--- config.mk ---
export PLATFORM = sky130hd
export DESIGN_NAME = wb_arbiter
export DESIGN_NICKNAME = d
export VERILOG_FILES = /design/src/rtl/wb_arbiter.sv
export SDC_FILE = /design/constraint.sdc
export NUM_CORES = 1
export LEC_CHECK = 0
export ABC_AREA = 1
export CAP_MARGIN = 5
export CORE_ASPECT_RATIO = 2
export CORE_MARGIN = 8
export CORE_UTILIZATION = 45
export DETAILED_ROUTE_END_ITERATION = 6
export PLACE_DENSITY_LB_ADDON = 0.2
export SETUP_SLACK_MARGIN = 0.3
export SYNTH_ARGS = -nofsm -noshare
export SYNTH_HDL_FRONTEND = slang
export SYNTH_SLANG_ARGS = --single-unit
--- constraint.sdc ---
create_clock -name clk -period 3.8 [get_ports clk]
set_input_delay 1.14 -clock clk [delete_from_list [all_inputs] [get_ports clk]]
set_output_delay 1.14 -clock clk [all_outputs]
set_load 0.05 [all_outputs]
--- src/rtl/wb_arbiter.sv ---
// rtl/wb_arbiter.sv - register file write-port arbiter: pipeline writeback plus queued MDU results
// Optional WB_BYPASS_EN: an MDU result skips the queue when the port and queue are idle.
module wb_arbiter #(
    parameter int ADDRESS_WIDTH = 5,
    parameter int DATA_WIDTH    = 32,
    parameter int DEPTH         = 4,
    parameter int STARVE_LIMIT  = 8
) (
    input  logic                        clk,
    input  logic                        rst_n,
    input  logic                        alu_we,
    input  logic [ADDRESS_WIDTH-1:0]    alu_rd,
    input  logic [DATA_WIDTH-1:0]       alu_wd,
    input  logic                        mdu_valid,
    output logic                        mdu_ready,
    input  logic [ADDRESS_WIDTH-1:0]    mdu_rd,
    input  logic [DATA_WIDTH-1:0]       mdu_wd,
    output logic [ADDRESS_WIDTH-1:0]    AD3,
    output logic [DATA_WIDTH-1:0]       WD3,
    output logic                        WE3,
    output logic [2**ADDRESS_WIDTH-1:0] busy_mask,
    output logic                        stall_req,
    output logic                        err_drop
);

    localparam int PTR_W = $clog2(DEPTH);
    localparam int CNT_W = $clog2(DEPTH + 1);
    localparam int STV_W = $clog2(STARVE_LIMIT + 1);

    logic [ADDRESS_WIDTH-1:0] fifo_rd [DEPTH];
    logic [DATA_WIDTH-1:0]    fifo_wd [DEPTH];
    logic [PTR_W-1:0]         rd_ptr;
    logic [PTR_W-1:0]         wr_ptr;
    logic [PTR_W-1:0]         slot;
    logic [CNT_W-1:0]         count;
    logic [STV_W-1:0]         starve_cnt;

    logic fifo_empty;
    logic alu_write;
    logic mdu_xfer;
    logic bypass;
    logic push;
    logic pop;

    assign fifo_empty = (count == '0);
    assign mdu_ready  = rst_n && (count < CNT_W'(DEPTH));
    assign stall_req  = (starve_cnt == STV_W'(STARVE_LIMIT));
    assign alu_write  = alu_we && (alu_rd != '0);
    assign mdu_xfer   = mdu_valid && mdu_ready;

`ifdef WB_BYPASS_EN
    assign bypass = mdu_xfer && fifo_empty && !alu_write && !stall_req;
`else
    assign bypass = 1'b0;
`endif

    // stall_req only rises with a non-empty queue, so a stall always has a head to pop
    assign pop  = stall_req || (!alu_write && !fifo_empty);
    assign push = mdu_xfer && (mdu_rd != '0) && !bypass;

    always_ff @(posedge clk) begin
        if (push) begin
            fifo_rd[wr_ptr] <= mdu_rd;
            fifo_wd[wr_ptr] <= mdu_wd;
        end
    end

    always_ff @(posedge clk or negedge rst_n) begin
        if (!rst_n) begin
            rd_ptr     <= '0;
            wr_ptr     <= '0;
            count      <= '0;
            starve_cnt <= '0;
            err_drop   <= 1'b0;
        end else begin
            if (push) wr_ptr <= wr_ptr + 1'b1;
            if (pop)  rd_ptr <= rd_ptr + 1'b1;
            case ({push, pop})
                2'b10:   count <= count + 1'b1;
                2'b01:   count <= count - 1'b1;
                default: count <= count;
            endcase
            if (fifo_empty || pop)
                starve_cnt <= '0;
            else if (!stall_req)
                starve_cnt <= starve_cnt + 1'b1;
            if (alu_write && stall_req)
                err_drop <= 1'b1;
        end
    end

    always_ff @(posedge clk or negedge rst_n) begin
        if (!rst_n) begin
            AD3 <= '0;
            WD3 <= '0;
            WE3 <= 1'b0;
        end else if (pop) begin
            AD3 <= fifo_rd[rd_ptr];
            WD3 <= fifo_wd[rd_ptr];
            WE3 <= 1'b1;
        end else if (alu_write) begin
            AD3 <= alu_rd;
            WD3 <= alu_wd;
            WE3 <= 1'b1;
        end else if (bypass && (mdu_rd != '0)) begin
            AD3 <= mdu_rd;
            WD3 <= mdu_wd;
            WE3 <= 1'b1;
        end else begin
            WE3 <= 1'b0;
        end
    end

    // Walk the occupied slots starting at the head; entries leave as soon as they are popped
    always_comb begin
        busy_mask = '0;
        slot      = '0;
        for (int k = 0; k < DEPTH; k++) begin
            slot = rd_ptr + PTR_W'(k);
            if (CNT_W'(k) < count)
                busy_mask[fifo_rd[slot]] = 1'b1;
        end
        busy_mask[0] = 1'b0;
    end

endmodule

# ---- Yosys cells after proc, flatten, opt, wreduce, memory -nomap -nowiden
# Memory sizes are Yosys's and may differ from the RTL's.
# Index checks and enable logic that the tools add are counted.
dict set report word_totals {
  regBits 50
  ram_bits 148
  input_bits 78
  output_inout_bits 73
  wordCells 79
  mem_count 2
}
# name depth word_bits read_ports rd_ports_with_merged_regs write_ports line_no
set memory_table {}
lappend memory_table {fifo_wd 4 32 1 0 1 31} ;# logic [DATA_WIDTH-1:0] fifo_wd [DEPTH];
lappend memory_table {fifo_rd 4 5 4 0 1 30} ;# logic [ADDRESS_WIDTH-1:0] fifo_rd [DEPTH];
dict set report classes {
  addsub 7
  n_lt_le_gt_ge 13
  eq_ne 4
  muxes 23
  n_bitwise 3
  n_reduce_logical 19
}
# op n
set ops {}
lappend ops {{2-to-1 mux 32 bit} 6}
lappend ops {{OR 32 bit} 3}
lappend ops {{less-than comparator 5 x 6 -> 1 bit (second input constant)} 4}
lappend ops {{demux 1 bit (select 5 bit)} 4}
lappend ops {{greater-or-equal comparator 5 x 1 -> 1 bit (second input constant)} 4}
lappend ops {{logical AND 1 bit} 10}
lappend ops {{2-to-1 mux 5 bit} 2}
lappend ops {{nonzero test 5 bit} 2}
lappend ops {{2-to-1 mux 1 bit} 8}
lappend ops {{2-to-1 mux 4 bit} 2}
lappend ops {{less-than comparator 1 x 3 -> 1 bit (first input constant)} 2}
lappend ops {{less-than comparator 2 x 3 -> 1 bit (first input constant)} 2}
lappend ops {{case mux 3 bit (2 select lines)} 1}
lappend ops {{adder 2 x 1 -> 2 bit (second input constant)} 2}
lappend ops {{adder 2 bit (second input constant)} 2}
lappend ops {{adder 4 x 1 -> 4 bit (second input constant)} 1}
lappend ops {{equality test 4 bit (second input constant)} 1}
lappend ops {{nonzero test 2 bit} 2}
lappend ops {{adder 3 x 1 -> 3 bit (second input constant)} 1}
lappend ops {{zero test 3 bit} 1}
lappend ops {{less-than comparator 3 bit (second input constant)} 1}
lappend ops {{subtractor 3 x 1 -> 3 bit (second input constant)} 1}
lappend ops {{equality test 2 x 1 -> 1 bit (second input constant)} 1}
lappend ops {{equality test 2 bit (second input constant)} 1}
lappend ops {{3 further kinds} 5}

# ---- Logic depth before layout (Yosys ltp)
# Gate-level depths: netlist (run 1).
# An unclocked memory read counts as a cell.
dict set report logic_depth {
  depth_word 12
  mapped_depth 13
  ltp_nobuf 12
}

# ---- Least setup slack after synthesis (run 1)
# OpenSTA, ideal clock, no wires.
dict set report synth_path {
  path_type {input -> register}
  from {in rst_n}
  to {mem fifo_rd[0][0] (enable)}
  setup_time_ns 0.431
  t_arrival_ns 3.882
  required_time_ns 3.369
  slack_ns -0.513
  path_stages 4
  n_path_buf 0
  path_cell_list {inv_1 > nor2_1 > nand3_1 > nor2_1}
}
dict set report synth_via {
  elab_chain_cells 5
}
# element line_no
set synth_lines {}
lappend synth_lines {{start: declaration} 10} ;# input logic rst_n,
lappend synth_lines {{logical AND 1 bit} 46} ;# assign mdu_ready = rst_n && (count < CNT_W'(DEPTH));
lappend synth_lines {{via mdu_ready} 15} ;# output logic mdu_ready,
lappend synth_lines {{logical AND 1 bit} 49} ;# assign mdu_xfer = mdu_valid && mdu_ready;
lappend synth_lines {{logical AND 1 bit} 59} ;# assign push = mdu_xfer && (mdu_rd != '0) && !bypass;
lappend synth_lines {{2-to-1 mux 1 bit} 62} ;# if (push) begin
lappend synth_lines {{2-to-1 mux 1 bit (not written as such)} 63} ;# fifo_rd[wr_ptr] <= mdu_rd;
lappend synth_lines {{end: declaration} 30}
# The timed path passes the listed nets, and every way through them passes these cells.

# ---- Final worst setup path (run 1)
dict set report layout_path {
  from {reg rd_ptr[0]}
  to {out busy_mask[2]}
}
dict set report layout_via {
  elab_chain_cells 12
  word_cells_on_any_way 31
  cone_classes {add/sub: 3; order compare: 8; mux: 12; bitwise: 3; reduce/logical: 4; memory: 1}
}
# element line_no
set layout_lines {}
lappend layout_lines {{start: declaration} 32} ;# logic [PTR_W-1:0] rd_ptr;
lappend layout_lines {{start signal: assignment} 77} ;# if (pop) rd_ptr <= rd_ptr + 1'b1;
lappend layout_lines {{adder 2 x 1 -> 2 bit or memory read (4 x 5 bit) (tied branches)} --}
lappend layout_lines {{memory read (4 x 5 bit) (*)} --}
lappend layout_lines {{less-than comparator 5 x 6 -> 1 bit (not written as such) (tied with other cells)} 121} ;# busy_mask[fifo_rd[slot]] = 1'b1;
lappend layout_lines {{logical AND 1 bit (not written as such) or 2-to-1 mux 1 bit (tied branches)} 121}
lappend layout_lines {{2-to-1 mux 1 bit (not written as such) or demux 1 bit (select 5 bit) (tied branches)} 121}
lappend layout_lines {{demux 1 bit (select 5 bit) or 2-to-1 mux 32 bit (tied branches)} {121, 120}}
lappend layout_lines {{OR 32 bit (no source line)} --}
lappend layout_lines {{2-to-1 mux 32 bit} 120} ;# if (CNT_W'(k) < count)
lappend layout_lines {{OR 32 bit (no source line)} --}
lappend layout_lines {{2-to-1 mux 32 bit} 120}
lappend layout_lines {{OR 32 bit (no source line)} --}
lappend layout_lines {{2-to-1 mux 32 bit (*)} 120}
lappend layout_lines {{end: declaration} 21} ;# output logic [2**ADDRESS_WIDTH-1:0] busy_mask,
# Every way passes the cells marked *; elsewhere a longest branch is shown, timed or not.

==> results of run 1 <==
## sequential cells by signal, indices dropped and copies added (netlist names)
name and flops:
WE3 1, wr_ptr 2, count 3, rd_ptr 2
AD3 5, fifo_wd 128, WD3 32, starve_cnt 4
err_drop 1, fifo_rd 20
## cells in the mapped netlist, types with 5 or more instances
cell type,n
buf_2,18
buf_4,6
buf_6,7
clkbuf_1,19
dfrtp_1,50
edfxtp_1,148
ha_1,10
inv_1,43
nand2_1,360
nand2_2,12
nand3_1,142
nand3_2,12
nand3_4,5
nand4_1,69
nor2_1,206
## worst max-delay path, cell delays in order (launching register included)
cell and delay [ns]:
dfrtp_2 0.50, buf_12 0.18, nand2_1 0.05, nand2_1 0.09, buf_8 0.17, nand2_1 0.07, nand2_2 0.13, nand3_4 0.18
nor2_1 0.16, nor2_1 0.06, nand2_1 0.11, buf_12 0.15
## cells by family after synthesis
kind of cell	Yosys count	synth area share, %
AND/OR/NAND/NOR	809	35.7
flip-flops	198	57.0
buffers and inverters	102	4.84
adder cells (fa/ha/maj)	10	1.25
AO/OA/AOI/OAI	8	0.464
XOR/XNOR	7	0.614
other	1	0.0376
## worst max-delay path by stage
| stage | from | to | cells past startpoint |
|---|---|---|---|
| finish | rd_ptr[0] | busy_mask[2] | 11 |
| global route | rd_ptr[0] | busy_mask[5] | 11 |
| CTS | rd_ptr[0] | busy_mask[28] | 11 |
| detailed placement | mdu_rd[4] | fifo_wd[1][20] | 7 |
| global placement | mdu_rd[4] | fifo_wd[2][5] | 7 |
| floorplan | rst_n | fifo_rd[0][0] | 4 |
## area by class of cell
cell class / instances / area, um^2
clock buffer: 17 / 425
clock inverter: 15 / 241
fill: 1886 / 8640
inverter: 48 / 190
multi-input combinational: 836 / 4200
sequential: 198 / 5700
tap: 276 / 345
timing repair buffer: 185 / 2220
timing repair inverter: 1 / 8.76
## placed cells by master (no fill, tap or decap), drive strengths merged
master / count
a21oi: 1
buf: 68
bufinv: 5
clkbuf: 18
clkdlybuf4s50: 116
clkinv: 4
clkinvlp: 1
conb: 1
dfrtp: 50
edfxtp: 148
ha: 10
inv: 54
nand2: 373
nand3: 159
nand3b: 1
nand4: 69
nor2: 207
nor3: 1
o21ai: 6
o21bai: 1
xnor2: 3
xor2: 4
## through the flow
stage	area, um^2	std cells	setup slack (ns)	utilization, %
after CTS	13000	1568	0.299	59.2
after global placement	12100	1532	0.590	55.3
after global routing	13300	1576	0.257	60.7
final	13300	1576	0.357	60.7
after floorplan	9990	1135	0.0273	-
after detailed placement	12100	1532	0.583	55.3
## per-layer routing
metal / up-vias / track usage, % / part of all wire, %
li1: 4103 / - / -
met1: 4102 / 22.0 / 35
met2: 276 / 45.0 / 57
met3: 83 / 3.22 / 3.7
met4: 0 / 13.1 / 4.6
met5: - / 0 / 0
## power by group
group | internal, mW | leakage (nW) | total, mW | switching [mW]
Combinational | 2.06 | 2.97 | 6.40 | 4.34
Sequential | 2.69 | 1.94 | 2.91 | 0.224
Clock | 1.19 | 0.325 | 2.01 | 0.822
## repair_timing
| item | CTS | global route |
|---|---|---|
| resized for setup | 31 | 65 |
| setup endpoints to repair | 31 | 31 |
| buffers inserted | 1 | 7 |
| gates cloned | 3 | 1 |
| pin swaps | 1 | 1 |
==> metrics.yaml, run 1 <==
timing:
  slew_headroom_pct: 46.7
  fin_crit_ns: 3.44
  finalHoldViolations: 0
  finalSetupViolations: 0
  tns_ns: 0
  fin_worst_skew_ns: 0.0112
  rsz0062_at_grt: "true"
  finalCritPeriodShare_pct: 90.6
  worstMarginPinSlew_ns: 0.799
  whs_ns: 0.489
  finalMaxSlewViolations: 0
  clock.fmax_ghz: 0.290
die:
  core_um2: 22000
  dieWidth_um: 121
  start_util_pct: 45.4
  chipHeight_um: 227
  die_area_um2: 27500
  io_pins: 151
  std_cell_rows: 77
synthesis:
  yosysTopAreaCell: "edfxtp_1"
  synth-seq-cells: 198
  synth_warnings: 0
  synth_cells: 1135
  synth_ff_type: "edfxtp_1"
  syn_avg_cell_area_um2: 8.80
  yosys-top-cells-area: "edfxtp_1 (45%), nand2_1 (14%), dfrtp_1 (13%)"
  yosysUniqueCellTypes: 30
  yosys.area.top_type_share_pct: 44.5
  synth-edff-count: 148
  synth_area_um2: 9980
  syn_nets: 1223
  seq_area_frac_synth_pct: 57.0
  async_flop_share_pct: 25.3
grt:
  grt_pass1_wl_mm: 48.0
  grt_overflow: 0
  antenna_found_initial: 0
  grt_start_max_net_pins: 51
  track_usage_pct: 23.1
  grt_pass1_vias: 8542
final_layout:
  area_delta_synth_final_pct: 33.5
  layout-drive-gt1-share_pct: 16.6
  nNetsFinal: 1375
  diodes: 0
clocking:
  cts-root-buf: "clkbuf_16"
  clockBufferDepth: 2
  clock-sinks: 198
  cts_max_level: 4
  clk_latency_ns: 0.44
  clk_pin_slew_worst_paths_ns: 0.08
  numCtsBuffers: 17
  cts_tree: "built"
  cts_hold_buf: 0
critical_path:
  r2r_end: "fifo_wd[1][16]"
  r2r_cells: 5
  cp.arrival_ns: 2.30
  crit_type: "reg2out"
  rrSetupSlack_ns: 1.55
  crit_required_ns: 2.66
  crit_fanout: 21
  reg2reg_from: "count[2]"
  end_kind: "output port"
  startpoint_type: "flip-flop"
detailed_routing:
  drc: 0
  postRouteWirelength_mm: 31.5
  antenna_left: 0
  vias: 8564
  routedWlPerCell_um: 20.0
  drt-pass1-iter-count: 5
  detail_route.iter0.violations: 635
  vias_per_cell: 5.43
place:
  hpwl_mm: 22.5
  port_buffers: 149
  gp_congestion: 0.954
pwr:
  p_per_area_nw_per_um2: 849
  ir_worst_vdd_v: 0.000462
  finalPower_mw: 11.3
  leakage_nw: 5.24
outcome:
  status: "completed"
hold_path:
  min_path_type: "reg2reg"
  holdCritStartpoint: "starve_cnt[0]"
  hold_depth: 1
  whs_endpoint: "starve_cnt[0]"
flow_run:
  drv_cap: 0
Note: power is estimated with default switching activity, not from simulation.
==> run 2: changes to the inputs <==
- CORE_UTILIZATION: 45 -> 50
==> metrics.yaml, run 2 (synthesis gave the netlist of run 1 again) <==
outcome:
  status: "completed"
timing:
  worstMarginPinSlew_ns: 0.772  # -0.0268 ns
  clock.fmax_ghz: 0.288  # -0.87%
  slew_headroom_pct: 48.5  # +1.8 points
  tns_ns: 0  # unchanged
  finalCritPeriodShare_pct: 91.4  # +0.80 points
  fin_crit_ns: 3.47  # +0.0303 ns
  finalHoldViolations: 0  # unchanged
  rsz0062_at_grt: "true"
  whs_ns: 0.487  # -0.00125 ns
  fin_worst_skew_ns: 0.00876  # -0.00246 ns
  finalMaxSlewViolations: 0  # unchanged
  finalSetupViolations: 0  # unchanged
detailed_routing:
  vias_per_cell: 5.58  # +2.7%
  drt-pass1-iter-count: 5  # unchanged
  postRouteWirelength_mm: 32.1  # +1.9%
  routedWlPerCell_um: 20.6  # +2.9%
  detail_route.iter0.violations: 566  # -11%
  vias: 8705  # +1.6%
  antenna_left: 0  # unchanged
  drc: 0  # unchanged
critical_path:
  end_kind: "output port"
  slowest_stage: "dfrtp_2"
  path_common_cell: "nand2_1"
  reg2reg_from: "count[2]"
  crit_fanout: 13  # -38%
  crit_required_ns: 2.66  # about the same
  cp.arrival_ns: 2.33  # +0.03 ns
  startpoint_type: "flip-flop"
  rrSetupSlack_ns: 1.31  # -0.24 ns
  path_cells: "buf_12 > nand2_1 > nand2_2 > clkbuf_16 > nand2_1 > nand2_2 > nand3_2 > nor2_1 > nor2_1 > nand2_1 > buf_12"
  r2r_end: "fifo_wd[1][8]"
  crit_type: "reg2out"
  r2r_cells: 5  # unchanged
  max_stage_delay_ns: 0.50  # about the same
die:
  std_cell_rows: 73  # -5.2%
  core_um2: 19700  # -10%
  die_area_um2: 25000  # -9.0%
  dieWidth_um: 116  # -4.5%
  chipHeight_um: 216  # -4.8%
  io_pins: 151  # unchanged
  start_util_pct: 50.6  # +5.2 points
pwr:
  finalPower_mw: 11.2  # -1.1%
  leakage_nw: 5.19  # -0.84%
  ir_worst_vdd_v: 0.000508  # +10%
  intPower_mw: 5.74  # -3.3%
  p_seq_share_pct: 26.1  # +0.4 points
  switching_power_mw: 5.46  # +1.3%
  p_clk_share_pct: 16.1  # -1.7 points
  p_per_area_nw_per_um2: 845  # -0.52%
  switching_share_pct: 48.8  # +1.2 points
  p_comb_share_pct: 57.8  # +1.2 points
clocking:
  clock-sinks: 198  # unchanged
  cts-root-buf: "clkbuf_16"
  clk_latency_ns: 0.44  # about the same
  clk_pin_slew_worst_paths_ns: 0.07  # about the same
  clockBufferDepth: 2  # unchanged
  cts_max_level: 4  # unchanged
  cts_hold_buf: 0  # unchanged
  cts_tree: "built"
  numCtsBuffers: 17  # unchanged
grt:
  antenna_found_initial: 0  # unchanged
  grt_overflow: 0  # unchanged
  track_usage_pct: 26.2  # +3.1 points
  grt_start_max_net_pins: 51  # unchanged
  grt_pass1_wl_mm: 48.6  # +1.3%
  grt_pass1_vias: 8675  # +1.6%
final_layout:
  area_delta_synth_final_pct: 32.8
  most-common-layout-cells: "nand2_1 (329), nor2_1 (186), edfxtp_1 (148), nand3_1 (117), clkdlybuf4s50_1 (116)"
  fillerInstances: 1596  # -15%
  regMostFlops: "fifo_wd"
  multi_input_area_um2: 4230  # +0.77%
  nNetsFinal: 1373  # -0.15%
  final_common_cell: "nand2_1"
  largest_reg_flops: 128  # unchanged
  reg_top3: "fifo_wd (128), WD3 (32), fifo_rd (20)"
  diodes: 0  # unchanged
  final_cells: 1560  # -1.0%
  layout-drive-gt1-share_pct: 16.7  # +0.10 points
  seqCellArea_um2: 5700  # about the same
place:
  gp_congestion: 1.04  # +8.7%
  port_buffers: 149  # unchanged
  dp.cells: 1516  # -1.0%
  hpwl_mm: 22.6  # +0.70%
flow_run:
  drv_cap: 0  # unchanged
hold_path:
  whs_endpoint: "err_drop"
  min_path_type: "reg2reg"
  hold_depth: 1  # unchanged
  holdCritStartpoint: "err_drop"
run 2: cell count changes in the layout (fill, tap and decap cells not counted), sizes merged:
cell | previous run | this run
clkinv | 4 | 8
buf | 68 | 65
inv | 54 | 53
clkbuf | 18 | 19
bufinv | 5 | 2
run 2: cell type report:
cell class	count	area share, %
tap	262	2.47
clock inverter	15	1.29
inverter	48	1.53
timing repair buffer	183	16.5
timing repair inverter	1	0.0661
sequential	198	43.0
multi-input combinational	836	31.9
clock buffer	17	3.21
run 2: worst max path at each step:
stage               from       endpoint  slack, ns
2_1_floorplan      rst_n  fifo_rd[0][0]       0.03
3_3_place_gp   mdu_rd[2]  fifo_wd[1][8]       0.31
3_5_place_dp   mdu_rd[2]  fifo_wd[1][8]       0.29
4_1_cts        rd_ptr[0]  busy_mask[11]       0.28
5_1_grt        rd_ptr[0]   busy_mask[8]       0.22
6_report       rd_ptr[0]   busy_mask[8]       0.33
run 2: per-stage QoR:
stage | util, % | worst slack (ns) | instance area (um^2)
detailed placement | 61.3 | 0.292 | 12100
global route | 67.2 | 0.221 | 13300
finish | 67.2 | 0.326 | 13300
global placement | 61.3 | 0.310 | 12100
CTS | 65.4 | 0.276 | 12900
floorplan | - | 0.0273 | 9990
run 2: repair_timing:
| item | 4_1_cts | 5_1_grt |
|---|---|---|
| buffers inserted | 1 | 6 |
| pin swaps | 0 | 6 |
| cloned | 2 | 3 |
| gates resized for setup | 37 | 71 |
| endpoints found under the setup margin | 31 | 31 |
run 2: metal layers:
layer  global-route usage [%]  up-vias  wire length [um]
li1                         -     4099                 -
met3                     4.70      115              1590
met4                     18.2        0              2120
met2                     48.4      357             17900
met1                     24.8     4134             10500
met5                        0        -                 0
run 2: worst max-delay path, delay by kind of cell, from the launching register on:
family | cells | cell delay [ns]
flip-flops | 1 | 0.50
buffers and inverters | 3 | 0.50
AND/OR/NAND/NOR | 8 | 0.89
run 2: power groups by stage:
stage	registers (mW)	clock network [mW]	logic [mW]
after floorplan	3.49	0	3.07
after global placement	2.91	0	5.68
after detailed placement	2.93	0	5.72
after CTS	2.91	1.84	5.99
after global routing	2.96	1.92	6.89
final	2.92	1.81	6.47
